## src/rtl/inst_fetch_master.sv

```systemverilog
// rtl/inst_fetch_master.sv - instruction-fetch initiator between pipeline control and the instruction ROM
module inst_fetch_master #(
    parameter logic [31:0] RESET_PC = 32'h0000_0000,
    parameter int          TIMEOUT  = 16
) (
    input  logic        clk,
    input  logic        rst,
    input  logic        stall,
    input  logic        flush,
    input  logic [31:0] new_pc,
    output logic        rom_ce,
    output logic [31:0] rom_addr,
    input  logic [31:0] rom_inst,
    input  logic        rom_ack,
    output logic [31:0] if_pc,
    output logic [31:0] if_inst,
    output logic        if_valid,
    output logic        bus_err
);

    localparam int CW = $clog2(TIMEOUT + 1);
    localparam logic [CW-1:0] CNT_LAST = CW'(TIMEOUT - 1);

    typedef enum logic [1:0] {
        IDLE = 2'd0,
        REQ  = 2'd1,
        ERR  = 2'd2
    } state_t;

    state_t        state;
    state_t        state_nxt;
    logic [31:0]   pc;
    logic [CW-1:0] to_cnt;
    logic [31:0]   redirect_pc;
    logic          in_req;
    logic          slot_free;
    logic          capture;
    logic          unacked;
    logic          timeout_hit;

    assign redirect_pc = new_pc & 32'hFFFF_FFFC;
    assign in_req      = (state == REQ);
    assign slot_free   = !if_valid || !stall;
    assign capture     = in_req && rom_ack && slot_free && !flush;
    // An ack refused because the slot is full is not a timeout cycle; the ROM re-acks.
    assign unacked     = in_req && !rom_ack && slot_free;
    assign timeout_hit = unacked && (to_cnt == CNT_LAST);

    always_ff @(posedge clk or posedge rst) begin
        if (rst) begin
            state <= IDLE;
        end else begin
            state <= state_nxt;
        end
    end

    always_comb begin
        state_nxt = state;
        if (flush) begin
            state_nxt = IDLE;
        end else begin
            case (state)
                IDLE:    state_nxt = REQ;
                REQ:     state_nxt = timeout_hit ? ERR : REQ;
                ERR:     state_nxt = ERR;
                default: state_nxt = IDLE;
            endcase
        end
    end

    always_comb begin
        rom_ce = 1'b0;
        if (state == REQ) begin
            rom_ce = 1'b1;
        end
    end

    assign rom_addr = pc;

    always_ff @(posedge clk or posedge rst) begin
        if (rst) begin
            pc <= RESET_PC;
        end else if (flush) begin
            pc <= redirect_pc;
        end else if (capture) begin
            pc <= pc + 32'd4;
        end
    end

    always_ff @(posedge clk or posedge rst) begin
        if (rst) begin
            to_cnt <= '0;
        end else if (flush || !in_req || rom_ack) begin
            to_cnt <= '0;
        end else if (unacked) begin
            to_cnt <= timeout_hit ? '0 : to_cnt + CW'(1);
        end
    end

    always_ff @(posedge clk or posedge rst) begin
        if (rst) begin
            if_pc    <= 32'h0;
            if_inst  <= 32'h0;
            if_valid <= 1'b0;
        end else if (flush) begin
            if_valid <= 1'b0;
        end else if (capture) begin
            if_pc    <= pc;
            if_inst  <= rom_inst;
            if_valid <= 1'b1;
        end else if (if_valid && !stall) begin
            if_valid <= 1'b0;
        end
    end

    always_ff @(posedge clk or posedge rst) begin
        if (rst) begin
            bus_err <= 1'b0;
        end else if (flush) begin
            bus_err <= 1'b0;
        end else if (timeout_hit) begin
            bus_err <= 1'b1;
        end
    end

endmodule
```

## config.mk

```make
export PLATFORM = sky130hd
export DESIGN_NAME = inst_fetch_master
export DESIGN_NICKNAME = d
export VERILOG_FILES = /design/src/rtl/inst_fetch_master.sv
export SDC_FILE = /design/constraint.sdc
export NUM_CORES = 1
export LEC_CHECK = 0
export CAP_MARGIN = 20
export CORE_MARGIN = 8
export CORE_UTILIZATION = 40
export DETAILED_ROUTE_END_ITERATION = 8
export GPL_ROUTABILITY_DRIVEN = 0
export PLACE_DENSITY = 0.76
export SYNTH_ARGS = -nofsm -noshare
export SYNTH_HDL_FRONTEND = slang
export SYNTH_SLANG_ARGS = --single-unit
```

## constraint.sdc

```tcl
create_clock -name clk -period 3.85 [get_ports clk]
set_clock_uncertainty 0.1 [all_clocks]
set_input_delay 1.155 -clock clk [delete_from_list [all_inputs] [get_ports clk]]
set_output_delay 1.155 -clock clk [all_outputs]
set_load 0.005 [all_outputs]
```

=== Yosys cells after proc, flatten, opt, wreduce, memory -nomap -nowiden ===
Index checks and enable logic that the tools add are counted.
Widths: inputs -> output; s select.

* Flip-flop bits (word level): 105
* Input bits: 69
* Logic and storage cells: 48

* Add/sub/neg operators: 2
* Equality and inequality tests: 3
* Multiplexer cells: 14
* Bitwise gates (word level): 1
* Reductions and logical operators: 21

{| class="wikitable"
|+ Operator list
! kind !! count
|-
| $mux 32 || 2
|-
| $add 32x3->32 const B || 1
|-
| $mux 5 || 3
|-
| $logic_and 1x1->1 || 7
|-
| $mux 1 || 6
|-
| $pmux 2 s3 || 1
|-
| $reduce_bool 2->1 || 3
|-
| $add 5x1->5 const B || 1
|-
| $eq 5x4->1 const B || 1
|-
| $logic_not 1->1 || 5
|-
| $mux 2 || 2
|-
| $logic_or 1x1->1 || 3
|-
| $reduce_bool 3->1 || 1
|-
| $eq 2x1->1 const B || 1
|-
| $eq 2x2->1 const B || 1
|-
| $logic_not 2->1 || 1
|-
| $reduce_and 2->1 || 1
|-
| $not 1->1 || 1
|}

=== Depth between registers and ports, before layout ===
* Word-level depth: 7
* Depth in mapped cells: 6
* Mapped depth without buffers: 5

=== Worst setup path before layout ===
No wires, ideal clock.

* Path kind: in2reg
* From: in rom_ack
* To: reg if_inst[19]
* Setup time: 0.125 ns
* Arrival: 2.425 ns
* Required time: 3.625 ns
* Slack: 1.200 ns
* Stages: 6
* Buffers on the path: 2
* Cells stage by stage: and3b_2 -> and2_1 -> nor2b_1 -> buf_2 -> buf_2 -> mux2_2

* Longest elaborated chain between the ends: 4

{| class="wikitable"
|+ RTL lines
! what !! RTL line !! RTL
|-
| start, declared || 14 || <nowiki>input logic rom_ack,</nowiki>
|-
| $logic_and 1x1->1 (3 in a row) || 44 || <nowiki>assign capture = in_req && rom_ack && slot_free && !flush;</nowiki>
|-
| $reduce_and 2->1 (no line) || -- ||
|-
| end signal, assigned || 109 || <nowiki>if_inst <= rom_inst;</nowiki>
|-
| end, declared || 16 || <nowiki>output logic [31:0] if_inst,</nowiki>
|}

Every way passes these cells.
A chain may end at the register's enable or synchronous reset.

=== Worst setup path in the final report ===
* From: in rom_ack
* To: reg if_pc[21]

* Longest elaborated chain between the ends: 4

{| class="wikitable"
|+ RTL lines
! what !! RTL line !! RTL
|-
| $logic_and 1x1->1 (3 in a row) || 44 ||
|-
| $reduce_and 2->1 (no line) || -- ||
|-
| end signal, assigned || 108 || <nowiki>if_pc <= pc;</nowiki>
|-
| end, declared || 15 || <nowiki>output logic [31:0] if_pc,</nowiki>
|}

Every way passes these cells.

==> impl_metrics.toml <==
[global_routing]
antenna_found_initial = 0
grt_pass1_wl_um = 18600
grt_max_degree = 46
grt_pass1_vias = 3539
track_usage = 0.157
grt_overflow = 0

[logic_synthesis]
synth_ff_type = "dfrtp_1"
yosys_warnings = 0
ys_seq_area_frac = 0.563
async_reset_ff_frac = 1.00
yosys.area.top_type = "dfrtp_1"
ys_types = 42
synth_area_um2 = 4490
synth_area_leaders = "dfrtp_1 (56%), mux2_2 (12%), xor2_1 (4.3%)"
synth_top_area_frac = 0.563
avgSynthCellArea_um2 = 12.2
synth_edf_count = 0
synth_seq_cells = 101
postSynthCellCount = 367

[cts]
insertion_delay_ps = 360
clock-sinks = 101
cts_setup_buffers = 0
clk_pin_slew_ps = 100
numCtsBuffers = 9
cts_hold_buf = 0
cts_tree = "built"
cts_resized = 0
root_buffer = "clkbuf_8"
htreeDepth = 3
cts_max_path_buffers = 2

[worst_setup_path]
cpMaxStageDelayCell = "clkdlybuf4s50_1"
crit_path_end_kind = "flip-flop"
startpoint_type = "input port"
crit_start = "rom_ack"
crit_type = "in2reg"
worst-path-max-fanout = 22
rr_startpoint = "state[1]"
crit_path_cell_trace = "clkdlybuf4s50_1, and3b_2, and2_1, nor2b_4, buf_4, mux2_2"
cp.arrival_ps = 3100
path_buf_inv = 2
required_ps = 4000
crit_family = "buffers and inverters"
max_stage_delay_ps = 490

[timing]
worst_pin_slew_ps = 744
rsz0062_at_grt = "false"
slew_viol_final = 0
hold_violations = 0
period_minus_slack_ps = 2940
slew_headroom = 0.503
fmax_ghz = 0.340
setup_viol = 0
fin_tns_setup_ps = 0
fin_crit_sh = 0.765

[finish]
multi_input_area_um2 = 1840
seq_area_um2 = 2530
design_area_um2 = 6470
num-nets-final = 595
final_util = 0.594
drive_above_1_share = 0.153
fill_cells = 909
final_cell_mix = "clkdlybuf4s50_1 (160), dfrtp_1 (101), mux2_2 (47), nand2_1 (39), o21ai_0 (24)"
diodes = 0
syn_to_final_growth_pct = 44.0
mostFrequentLayoutCell = "clkdlybuf4s50_1"

[floorplanning]
die_x_um = 122
coreArea_um2 = 10900
pin_count = 168
num_rows = 38
fp.dieArea_um2 = 14900
start_util = 0.413
die_h_um = 122

[place]
dp_hpwl_um = 8870
portBuffers = 161
placed_cell_area_um2 = 6250

[worst_hold_path]
min_from = "state[1]"
min_path_type = "reg2reg"

[power]
power_density_nw_per_um2 = 435
leakage_nw = 2.66
power_mw = 2.81
ir_worst_vdd_v = 0.000205

[routing]
route.antenna.remaining_nets = 0
wl_um = 11800
vias_per_cell = 4.95
drt-wirelength-per-cell_um = 17.6
via_count = 3314
drtIter0Drc = 85
drt_pass1_iterations = 4
drc = 0

[job]
cap_violations = 0

[outcome]
status = "finished clean"
==> stage by stage <==
| step | std cells | hold WS (ps) | worst slack, ps |
|---|---|---|---|
| after floorplan | 370 | 332 | 1200 |
| after global placement | 653 | 354 | 572 |
| after detailed placement | 653 | 369 | 505 |
| after CTS | 669 | 387 | 891 |
| after global routing | 669 | 405 | 802 |
| final | 669 | 384 | 906 |
==> power breakdown <==
part / leakage [nW] / internal (mW) / switching, mW
combinational: 1.32 / 0.490 / 0.223
sequential: 1.23 / 1.24 / 0.122
clock: 0.112 / 0.383 / 0.360
==> routing by layer <==
| metal | share of wire | GRT usage | vias to the layer above | wire length (um) |
|---|---|---|---|---|
| met3 | 0.11 | 0.0639 | 10 | 1290 |
| met2 | 0.45 | 0.252 | 130 | 5270 |
| met4 | 0.011 | 0.0517 | 0 | 130 |
| met1 | 0.43 | 0.189 | 1583 | 5100 |
| li1 | - | - | 1591 | - |
| met5 | 0 | 0 | - | 0 |
==> registers in the layout, indices dropped and copies added (netlist names) <==
signal    flops
if_inst      32
if_pc        30
rom_addr     30
to_cnt        5
state         2
bus_err       1
if_valid      1
==> synthesized netlist by cell type, types with 2 or more instances <==
master and instances:
dfrtp_1 101, xor2_1 22, mux2i_1 2, xnor2_1 7
and4_1 6, clkbuf_1 7, nor2b_1 2, nor3_1 3
o21ai_1 3, a21oi_1 6, nand4_1 14, dlygate4sd1_1 2
nand4_4 2, ha_1 2, inv_1 4, nand2_1 39
and2_1 6, and4_4 2, o21ai_0 24, buf_4 5
nor2_1 6, nand2b_1 3, buf_2 8, nand3_1 7
mux2_1 15, mux2_2 47, and3_1 7
==> area by class of cell <==
type / instances / area share
multi-input cells: 242 / 0.285
inverters: 4 / 0.00290
flip-flops and latches: 101 / 0.391
well taps: 140 / 0.0271
clock buffers: 10 / 0.0213
clock inverters: 6 / 0.0133
repair buffers: 166 / 0.260
==> path summary, 6_finish.rpt <==
kind | slack (ps) | to | cells past startpoint
setup / recovery | 910 | if_pc[21] | 6
hold / removal | 380 | state[0] | 1
setup reg to reg | 1740 | if_pc[21] | 5
hold reg to reg | 380 | state[0] | 1
max in group asynchronous | 1860 | if_pc[24] | 3
min in group asynchronous | 1150 | if_pc[25] | 2
==> worst register-to-register path, delay by kind of cell, from the launching register on <==
kind | cells | cell delay, ps
and+or+nand+nor | 3 | 770
DFF | 1 | 410
muxes | 1 | 400
buffers and inverters | 1 | 320
==> cell families after synthesis <==
logic type | synth area share
AOI/OAI and AO/OA | 0.0476
and+or+nand+nor | 0.136
other | 0.000835
muxes | 0.160
adders and majority gates | 0.00557
xor gates and xnor gates | 0.0565
DFF | 0.563
buffers and inverters | 0.0312
No activity file was read; power rests on OpenSTA's default activity.
